<file path="src/rtl/spi_sync_frame_if.sv">
// SPI front-end bus between the pin/mode side and the SPI register block.
//   slave  : seen by spi_sync_frame (pins and mode in, strobes and words out)
//   master : seen by the driver of the pins / consumer of the strobes
// Signals:
//   sck, ncs, mosi    raw asynchronous SPI pins
//   cpol, cpha        SPI mode selection
//   mosi_out          mosi aligned with the strobes
//   spi_reset         frame start pulse
//   spi_read          sample strobe
//   spi_write         shift-out strobe
//   frame_active      chip select (filtered) active
//   bit_cnt           bits received in the current word
//   rx_word, rx_valid last completed word and its update pulse
//   frame_err         frame ended in the middle of a word
interface spi_sync_frame_if #(
    parameter int WIDTH = 8
) ();
    localparam int CW = $clog2(WIDTH);

    logic             sck;
    logic             ncs;
    logic             mosi;
    logic             cpol;
    logic             cpha;
    logic             mosi_out;
    logic             spi_reset;
    logic             spi_read;
    logic             spi_write;
    logic             frame_active;
    logic [CW-1:0]    bit_cnt;
    logic [WIDTH-1:0] rx_word;
    logic             rx_valid;
    logic             frame_err;

    modport slave (
        input  sck, ncs, mosi, cpol, cpha,
        output mosi_out, spi_reset, spi_read, spi_write, frame_active,
               bit_cnt, rx_word, rx_valid, frame_err
    );

    modport master (
        output sck, ncs, mosi, cpol, cpha,
        input  mosi_out, spi_reset, spi_read, spi_write, frame_active,
               bit_cnt, rx_word, rx_valid, frame_err
    );
endinterface

</file>
<file path="src/rtl/spi_sync_frame.sv">
// SPI front-end synchroniser and receive framer.
// Brings sck/ncs/mosi into the clk domain, glitch-filters sck and ncs,
// decodes the sample/shift edges for all four SPI modes and assembles
// MSB-first words of WIDTH bits.
// Ports:
//   clk   system clock (F_SPI <= F_CLK / (2*(SYNC_STAGES+FILT_LEN)))
//   nrst  synchronous active-low reset
//   bus   spi_sync_frame_if.slave: pins and mode in; strobes, mosi_out,
//         bit_cnt, rx_word/rx_valid and frame_err out (all registered)
module spi_sync_frame #(
    parameter int WIDTH       = 8,
    parameter int SYNC_STAGES = 2,
    parameter int FILT_LEN    = 2
) (
    input  logic           clk,
    input  logic           nrst,
    spi_sync_frame_if.slave bus
);
    localparam int CW  = $clog2(WIDTH);
    localparam int FCW = (FILT_LEN > 1) ? $clog2(FILT_LEN) : 1;
    localparam int DLY = SYNC_STAGES + FILT_LEN;
    localparam logic [FCW-1:0] FILT_MAX = FCW'(FILT_LEN - 1);
    localparam logic [CW-1:0]  CNT_MAX  = CW'(WIDTH - 1);

    // Glitch filter step: returns {next_state, next_count}. The state only
    // follows the synced level after it has differed for FILT_LEN cycles.
    function automatic logic [FCW:0] filt_next(
        input logic           s,
        input logic           state,
        input logic [FCW-1:0] cnt
    );
        logic [FCW:0] res;
        if (s == state) begin
            res = {state, {FCW{1'b0}}};
        end else if (cnt == FILT_MAX) begin
            res = {s, {FCW{1'b0}}};
        end else begin
            res = {state, cnt + FCW'(1)};
        end
        return res;
    endfunction

    logic [SYNC_STAGES-1:0] sck_sync_r;
    logic [SYNC_STAGES-1:0] ncs_sync_r;
    logic [DLY-1:0]         mosi_dly_r;
    logic [FCW-1:0]         sck_cnt_r;
    logic [FCW-1:0]         ncs_cnt_r;
    logic                   sck_state_r;
    logic                   ncs_state_r;
    logic                   sck_prev_r;
    logic                   ncs_prev_r;
    logic                   cpol_l_r;
    logic                   cpha_l_r;
    logic [WIDTH-1:0]       shift_r;
    logic [CW-1:0]          bit_cnt_r;
    logic [WIDTH-1:0]       rx_word_r;
    logic                   rx_valid_r;
    logic                   frame_err_r;
    logic                   spi_read_r;
    logic                   spi_write_r;
    logic                   spi_reset_r;
    logic                   frame_active_r;

    logic [FCW:0]           sck_filt_s;
    logic [FCW:0]           ncs_filt_s;
    logic                   lead_s;
    logic                   trail_s;
    logic                   sample_s;
    logic                   shift_s;
    logic                   start_s;
    logic                   end_s;
    logic [WIDTH-1:0]       samp_shift_s;
    logic [CW-1:0]          samp_cnt_s;
    logic                   samp_done_s;

    // Next filter state/count for sck and ncs.
    always_comb begin
        sck_filt_s = filt_next(sck_sync_r[SYNC_STAGES-1], sck_state_r, sck_cnt_r);
        ncs_filt_s = filt_next(ncs_sync_r[SYNC_STAGES-1], ncs_state_r, ncs_cnt_r);
    end

    // Edge decode from the filtered states. The *_prev_r copies make the
    // event visible in the cycle after the filtered state toggles; sck
    // events count only if the frame was already open before that toggle,
    // so an sck edge coinciding with frame start is dropped while one
    // coinciding with frame end is still processed.
    always_comb begin
        lead_s   = (sck_state_r != sck_prev_r) && (sck_prev_r == cpol_l_r);
        trail_s  = (sck_state_r != sck_prev_r) && (sck_prev_r != cpol_l_r);
        sample_s = !ncs_prev_r && (cpha_l_r ? trail_s : lead_s);
        shift_s  = !ncs_prev_r && (cpha_l_r ? lead_s : trail_s);
        start_s  = ncs_prev_r && !ncs_state_r;
        end_s    = !ncs_prev_r && ncs_state_r;
    end

    // Sample step: shift in the aligned data bit and advance the word position.
    always_comb begin
        samp_shift_s = shift_r;
        samp_cnt_s   = bit_cnt_r;
        samp_done_s  = 1'b0;
        if (sample_s) begin
            samp_shift_s = {shift_r[WIDTH-2:0], mosi_dly_r[DLY-1]};
            if (bit_cnt_r == CNT_MAX) begin
                samp_cnt_s  = {CW{1'b0}};
                samp_done_s = 1'b1;
            end else begin
                samp_cnt_s  = bit_cnt_r + CW'(1);
                samp_done_s = 1'b0;
            end
        end else begin
            samp_shift_s = shift_r;
            samp_cnt_s   = bit_cnt_r;
            samp_done_s  = 1'b0;
        end
    end

    // Pin synchronisers and the mosi delay line that keeps data aligned
    // with the filtered sck path.
    always_ff @(posedge clk) begin
        if (!nrst) begin
            sck_sync_r <= {SYNC_STAGES{1'b0}};
            ncs_sync_r <= {SYNC_STAGES{1'b1}};
            mosi_dly_r <= {DLY{1'b0}};
        end else begin
            sck_sync_r <= {sck_sync_r[SYNC_STAGES-2:0], bus.sck};
            ncs_sync_r <= {ncs_sync_r[SYNC_STAGES-2:0], bus.ncs};
            mosi_dly_r <= {mosi_dly_r[DLY-2:0], bus.mosi};
        end
    end

    // Filtered levels, their counters and one-cycle-old copies.
    always_ff @(posedge clk) begin
        if (!nrst) begin
            sck_state_r <= 1'b0;
            sck_cnt_r   <= {FCW{1'b0}};
            sck_prev_r  <= 1'b0;
            ncs_state_r <= 1'b1;
            ncs_cnt_r   <= {FCW{1'b0}};
            ncs_prev_r  <= 1'b1;
        end else begin
            sck_state_r <= sck_filt_s[FCW];
            sck_cnt_r   <= sck_filt_s[FCW-1:0];
            sck_prev_r  <= sck_state_r;
            ncs_state_r <= ncs_filt_s[FCW];
            ncs_cnt_r   <= ncs_filt_s[FCW-1:0];
            ncs_prev_r  <= ncs_state_r;
        end
    end

    // Mode latch: tracks the mode pins only while the bus is deselected.
    always_ff @(posedge clk) begin
        if (!nrst) begin
            cpol_l_r <= bus.cpol;
            cpha_l_r <= bus.cpha;
        end else if (ncs_state_r) begin
            cpol_l_r <= bus.cpol;
            cpha_l_r <= bus.cpha;
        end
    end

    // Registered strobes and frame-active flag.
    always_ff @(posedge clk) begin
        if (!nrst) begin
            spi_read_r     <= 1'b0;
            spi_write_r    <= 1'b0;
            spi_reset_r    <= 1'b0;
            frame_active_r <= 1'b0;
        end else begin
            spi_read_r     <= sample_s;
            spi_write_r    <= shift_s;
            spi_reset_r    <= start_s;
            frame_active_r <= !ncs_state_r;
        end
    end

    // Word assembly, completion and frame-error reporting. At frame end the
    // sample in the same cycle is applied first, then a non-zero position
    // means the word was cut short and is dropped.
    always_ff @(posedge clk) begin
        if (!nrst) begin
            shift_r     <= {WIDTH{1'b0}};
            bit_cnt_r   <= {CW{1'b0}};
            rx_word_r   <= {WIDTH{1'b0}};
            rx_valid_r  <= 1'b0;
            frame_err_r <= 1'b0;
        end else if (start_s) begin
            shift_r     <= {WIDTH{1'b0}};
            bit_cnt_r   <= {CW{1'b0}};
            rx_valid_r  <= 1'b0;
            frame_err_r <= 1'b0;
        end else begin
            shift_r    <= samp_shift_s;
            rx_valid_r <= samp_done_s;
            if (samp_done_s) begin
                rx_word_r <= samp_shift_s;
            end
            if (end_s) begin
                bit_cnt_r   <= {CW{1'b0}};
                frame_err_r <= (samp_cnt_s != {CW{1'b0}});
            end else begin
                bit_cnt_r   <= samp_cnt_s;
                frame_err_r <= 1'b0;
            end
        end
    end

    assign bus.mosi_out     = mosi_dly_r[DLY-1];
    assign bus.spi_reset    = spi_reset_r;
    assign bus.spi_read     = spi_read_r;
    assign bus.spi_write    = spi_write_r;
    assign bus.frame_active = frame_active_r;
    assign bus.bit_cnt      = bit_cnt_r;
    assign bus.rx_word      = rx_word_r;
    assign bus.rx_valid     = rx_valid_r;
    assign bus.frame_err    = frame_err_r;

endmodule

</file>
<file path="src/flat_wrapper.sv">
// flat-port wrapper written by rule: the top's interface ports become plain ports
module spi_sync_frame_flat 
#(
    parameter int WIDTH       = 8,
    parameter int SYNC_STAGES = 2,
    parameter int FILT_LEN    = 2
)
  (clk, nrst, bus_sck, bus_ncs, bus_mosi, bus_cpol, bus_cpha, bus_mosi_out, bus_spi_reset, bus_spi_read, bus_spi_write, bus_frame_active, bus_bit_cnt, bus_rx_word, bus_rx_valid, bus_frame_err);
  spi_sync_frame_if #(.WIDTH(WIDTH)) bus_i ();
  input  logic clk;
  input  logic nrst;
  input wire logic [$bits(bus_i.sck)-1:0] bus_sck;
  input wire logic [$bits(bus_i.ncs)-1:0] bus_ncs;
  input wire logic [$bits(bus_i.mosi)-1:0] bus_mosi;
  input wire logic [$bits(bus_i.cpol)-1:0] bus_cpol;
  input wire logic [$bits(bus_i.cpha)-1:0] bus_cpha;
  output wire logic [$bits(bus_i.mosi_out)-1:0] bus_mosi_out;
  output wire logic [$bits(bus_i.spi_reset)-1:0] bus_spi_reset;
  output wire logic [$bits(bus_i.spi_read)-1:0] bus_spi_read;
  output wire logic [$bits(bus_i.spi_write)-1:0] bus_spi_write;
  output wire logic [$bits(bus_i.frame_active)-1:0] bus_frame_active;
  output wire logic [$bits(bus_i.bit_cnt)-1:0] bus_bit_cnt;
  output wire logic [$bits(bus_i.rx_word)-1:0] bus_rx_word;
  output wire logic [$bits(bus_i.rx_valid)-1:0] bus_rx_valid;
  output wire logic [$bits(bus_i.frame_err)-1:0] bus_frame_err;
  assign bus_i.sck = bus_sck;
  assign bus_i.ncs = bus_ncs;
  assign bus_i.mosi = bus_mosi;
  assign bus_i.cpol = bus_cpol;
  assign bus_i.cpha = bus_cpha;
  assign bus_mosi_out = bus_i.mosi_out;
  assign bus_spi_reset = bus_i.spi_reset;
  assign bus_spi_read = bus_i.spi_read;
  assign bus_spi_write = bus_i.spi_write;
  assign bus_frame_active = bus_i.frame_active;
  assign bus_bit_cnt = bus_i.bit_cnt;
  assign bus_rx_word = bus_i.rx_word;
  assign bus_rx_valid = bus_i.rx_valid;
  assign bus_frame_err = bus_i.frame_err;
  spi_sync_frame #(.WIDTH(WIDTH), .SYNC_STAGES(SYNC_STAGES), .FILT_LEN(FILT_LEN)) u_core (.clk(clk), .nrst(nrst), .bus(bus_i));
endmodule
</file>
<file path="config.mk">
export PLATFORM = sky130hd
export DESIGN_NAME = spi_sync_frame_flat
export DESIGN_NICKNAME = d
export VERILOG_FILES = /design/src/rtl/spi_sync_frame_if.sv /design/src/rtl/spi_sync_frame.sv /design/src/flat_wrapper.sv
export SDC_FILE = /design/constraint.sdc
export NUM_CORES = 1
export LEC_CHECK = 0
export BUFFER_PORTS_ARGS = -buffer_cell sky130_fd_sc_hd__buf_2
export CORE_MARGIN = 1.5
export CORE_UTILIZATION = 40
export DETAILED_ROUTE_END_ITERATION = 16
export GPL_TIMING_DRIVEN = 0
export PLACE_DENSITY = 0.68
export SYNTH_ARGS = -nofsm -noshare
export SYNTH_HDL_FRONTEND = slang
export SYNTH_SLANG_ARGS = --single-unit
</file>
<file path="constraint.sdc">
create_clock -name clk -period 1.6 [get_ports clk]
set_input_delay 0 -clock clk [delete_from_list [all_inputs] [get_ports clk]]
set_output_delay 0 -clock clk [all_outputs]
set_load 0.02 [all_outputs]
</file>
After elaboration in Yosys (flattened, before gate mapping)
Cells that the tools add are included.

Bits of input ports: 7. Output and inout bits: 18. Register bits after elaboration: 41. Word-level logic and storage cells: 63.

Bitwise gates (word level): 5. Muxes and demuxes: 11. Reductions and logical operators: 17. Add/subtract/negate cells: 3. Eq/ne operators: 7.

Operators with widths (number): $reduce_or A3 Y1 (4); $mux W1 (8); $mux W8 (1); $logic_and A1 B1 Y1 (6); $mux W3 (2); $reduce_and A2 Y1 (3); $not A1 Y1 (5); $add A3 B1 Y3 const B (1); $eq A1 B1 Y1 (3); $eq A3 B3 Y1 const B (1); $reduce_bool A3 Y1 (1); $add A1 B1 Y1 const B (2); $logic_not A1 Y1 (2); $ne A1 B1 Y1 (2); $ne A2 B1 Y1 const B (1); $reduce_or A2 Y1 (1).

Longest topological paths before layout
Depth after elaboration: 6. Mapped depth: 6. Gate-level depth less buffers: 5.

Worst setup path before layout
No wires, ideal clock.

Path kind: reg-to-reg. Start: reg u_core.cpha_l_r. End: reg u_core.shift_r[1]. Buffers on the path: 1. Arrival: 1.419 ns. Data required time: 1.467 ns. Path slack: 0.049 ns. Setup time: 0.133 ns. Clock period less this slack: 1.551 ns. Stages on the path, launching flop included: 6. Cell sequence: edfxtp_1 > xnor2_2 > mux2i_2 > buf_6 > mux2i_1 > nor2_1.

Cells in the longest elaborated chain, start to end: 3.

Ends and longest elaborated chain: start: declaration (line spi_sync_frame.sv:53) `logic cpha_l_r;`; start signal: assignment (line spi_sync_frame.sv:154) `cpha_l_r <= bus.cpha;`; start signal: assignment (line spi_sync_frame.sv:157) `cpha_l_r <= bus.cpha;`; $mux W1 (line spi_sync_frame.sv:90) `sample_s = !ncs_prev_r && (cpha_l_r ? trail_s : lead_s);`; $logic_and A1 B1 Y1 (line spi_sync_frame.sv:90); $mux W8 (line spi_sync_frame.sv:101) `if (sample_s) begin`; end signal: assignment (line spi_sync_frame.sv:181) `shift_r <= {WIDTH{1'b0}};`; end signal: assignment (line spi_sync_frame.sv:187) `shift_r <= {WIDTH{1'b0}};`; end signal: assignment (line spi_sync_frame.sv:192) `shift_r <= samp_shift_s;`; end: declaration (line spi_sync_frame.sv:54) `logic [WIDTH-1:0] shift_r;`.

No other way between the ends. A chain may end at the register's enable or synchronous reset.

Final worst setup path
Start: reg u_core.cpol_l_r. End: reg u_core.shift_r[6].

Cells in the longest elaborated chain, start to end: 5. Elaborated cells on any way between the ends: 7. Classes of those cells: eq/ne (2); mux (2); reduce/logical (3).

Ends and longest elaborated chain: start: declaration (line spi_sync_frame.sv:52) `logic cpol_l_r;`; start signal: assignment (line spi_sync_frame.sv:153) `cpol_l_r <= bus.cpol;`; start signal: assignment (line spi_sync_frame.sv:156) `cpol_l_r <= bus.cpol;`; $eq A1 B1 Y1 or $ne A1 B1 Y1 (tied branches) (line spi_sync_frame.sv:88, spi_sync_frame.sv:89); $logic_and A1 B1 Y1 (on tied branches) (line spi_sync_frame.sv:88, spi_sync_frame.sv:89); $mux W1 * (line spi_sync_frame.sv:90); $logic_and A1 B1 Y1 * (line spi_sync_frame.sv:90); $mux W8 * (line spi_sync_frame.sv:101).

Mark *: on every way between the ends. The rest lies on a longest branch, timed or not.

==> results.yml <==
drt:
  dr.pass1.iters: 4
  postRouteAntennaNets: 0
  dr_wl_met2_um: 1190
  highest-signal-layer: "met4"
  num_vias: 1038
  drt-total-wl_um: 2530
  wl_met1_um: 1140
  routedWlPerCell_um: 11.2
  routed_via_density: 4.59
  dr_wl_met3_um: 142
  drc: 0
  drt_iter0_markers: 36
yosys:
  ys_seq_area_share_pct: 57.1
  synth_seq_cells: 40
  synth_top_family_by_area: "simple AND/OR/NAND/NOR gates"
  syn_nets: 147
  muxShareOfSynthArea_pct: 13.5
  synth_simple_gate_area_share_pct: 18.3
  synth_top_area_share_pct: 52.9
  yosys-top-cells-area: "dfxtp_1 53%, mux2i_1 13%, nand2_1 5.2%"
  yosysWarnings: 0
  syn_inst: 138
  synth_area_leader_cell: "dfxtp_1"
  synth-adder-area-share_pct: 1.74
  synth_compound_area_share_pct: 2.26
  postSynthAreaPerCell_um2: 10.4
  synth-xor-area-share_pct: 2.96
  syn_area_um2: 1440
  synth_cell_types: 24
power_and_ir_drop:
  power_density_nw_per_um2: 875
  p_leak_nw: 0.842
  ir_drop_v: 0.000586
  total_power_w: 0.00156
timing:
  relSlewSlack_pct: 63.0
  worstMarginPinSlew_ns: 0.551
  slew_violations: 0
  period_needed_ns: 1.64
  fin_ws_ns: -0.0419
  timing.fmax_mhz: 609
  finalClockSkew_ns: 0.00935
  grt_setup_unrepaired: "yes"
  whs_ns: 0.359
  post-route-period-util_pct: 103
  final_hold_viol_count: 0
  setup_viol: 13
place:
  dp_hpwl_um: 1750
  io_buffers: 24
  dp_cells: 208
  gp_congestion: 0.673
floorplan:
  core_area_um2: 3390
  die_h_um: 63.0
  die_w_um: 63.0
  ioPinCount: 25
  die-area_um2: 3960
  rows: 21
  initial_utilization_pct: 42.4
final_layout:
  layout.nets: 189
  n_antenna_cell: 0
  syn_to_final_growth_pct: 23.7
  fillerInstances: 314
  mostFrequentLayoutCell: "dfxtp_1"
  drive_gt1_share_pct: 23.9
  seq_area_um2: 821
  multi_input_area_um2: 572
  layoutNonFillerInstCount: 226
  most-common-layout-cells: "38 x dfxtp_1, 24 x buf_2, 20 x nand2_1"
critical_path:
  cp.arrival_ns: 1.87
  cp-end-kind: "register"
  critPathMaxFanout: 9
  worstSetupPathType: "reg -> reg"
  required_ns: 1.83
  cp-start-kind: "register"
clocking:
  cts_tree: "built"
  clk_pin_slew_ns: 0.11
  cts_made_buffers: 5
  insertion_delay_ns: 0.35
  cts_root_buf: "clkbuf_4"
  clock-sinks: 40
  h-tree-depth: 2
  cts_buffer_depth: 2
global_route:
  grt_max_degree: 12
  grt_usage_pct: 14.9
  overflow: 0
  grt_pass1_vias: 1025
  antenna_found_initial: 0
  grt_pass1_wl_um: 4570
job:
  drv_cap: 0
hold_path:
  min_path_type: "in -> reg"
status:
  status: "finished, violations left"
  violations: "setup timing"
[flip-flops by register name (all words and copies together) (netlist names), 2 cells and up]
name                count
u_core.bus.bit_cnt      3
u_core.bus.rx_word      8
u_core.mosi_dly_r       4
u_core.ncs_sync_r       2
u_core.sck_sync_r       2
u_core.shift_r          7
[layer usage]
layer  global-route usage, %  vias up
li1                        -      527
met1                    17.0      480
met2                    24.9       24
met3                    5.05        7
met4                    6.67        0
met5                       0        -
[power by group]
group	switching, W	internal (W)	total (W)
registers	0.00000640	0.00102	0.00102
logic	0.0000312	0.0000340	0.0000652
clock network	0.000306	0.000162	0.000468
total	0.000343	0.00121	0.00156
[synthesized netlist by cell type]
cell type and instances:
nand2b_1 2, buf_6 2, ha_1 2, or3_1 2, mux2i_2 1, dfxtp_1 38, edfxtp_1 2, and3b_2 1
and2_1 7, a21oi_1 4, o21ai_1 1, inv_1 6, nor3b_1 1, xnor2_1 3, nor3_1 5, nor2_1 14
or2_1 1, nand2_1 20, nor3b_2 1, mux2i_1 18, a211oi_1 1, clkbuf_1 4, nand3_1 1, xnor2_2 1
[worst max-delay path: stages (launching register included)]
cell and delay, ns:
edfxtp_1 0.43, xnor2_2 0.29, mux2i_4 0.35, buf_6 0.19, mux2i_1 0.20, nor2_1 0.05
[final timing paths]
kind	cells past startpoint	startpoint	to	slack [ns]
max	5	u_core.cpol_l_r	u_core.shift_r[6]	-0.04
min	2	bus_cpha	u_core.cpha_l_r	0.36
max reg2reg	5	u_core.cpol_l_r	u_core.shift_r[6]	-0.04
min reg2reg	1	u_core.ncs_sync_r[0]	u_core.ncs_sync_r[1]	0.42
[layout make-up]
type                            count  area share [%]
Buffer                              6            2.11
Inverter                            6            1.27
Clock inverter                      1           0.281
Multi-Input combinational cell     86            32.2
Tap cell                           46            3.24
Clock buffer                        6            2.32
Timing Repair Buffer               35            12.5
Sequential cell                    40            46.2
[logic make-up after synthesis]
family / after synthesis
DFF: 40
muxes: 19
xor gates and xnor gates: 4
buffers and inverters: 12
and+or+nand+nor: 55
AOI/OAI and AO/OA: 6
adders and majority gates: 2
[stage by stage]
stage	util (%)	setup TNS, ns	instance area [um^2]	setup slack [ns]
floorplan	-	0	1440	0.0489
global placement	47.7	-1.51	1620	-0.118
detailed placement	47.7	-2.86	1620	-0.207
CTS	52.3	-0.159	1770	-0.0314
global route	52.5	-1.69	1780	-0.129
finish	52.5	-0.332	1780	-0.0419
[timing repair]
item | CTS | global route
setup buffers | 4 | 0
endpoints found under the hold margin | 6 | 0
pin swaps | 1 | 0
gates cloned | 1 | 0
setup endpoints to repair | 20 | 18
hold buffers | 6 | 0
resized for setup | 4 | 1
Power figures use the tool's default switching activity.
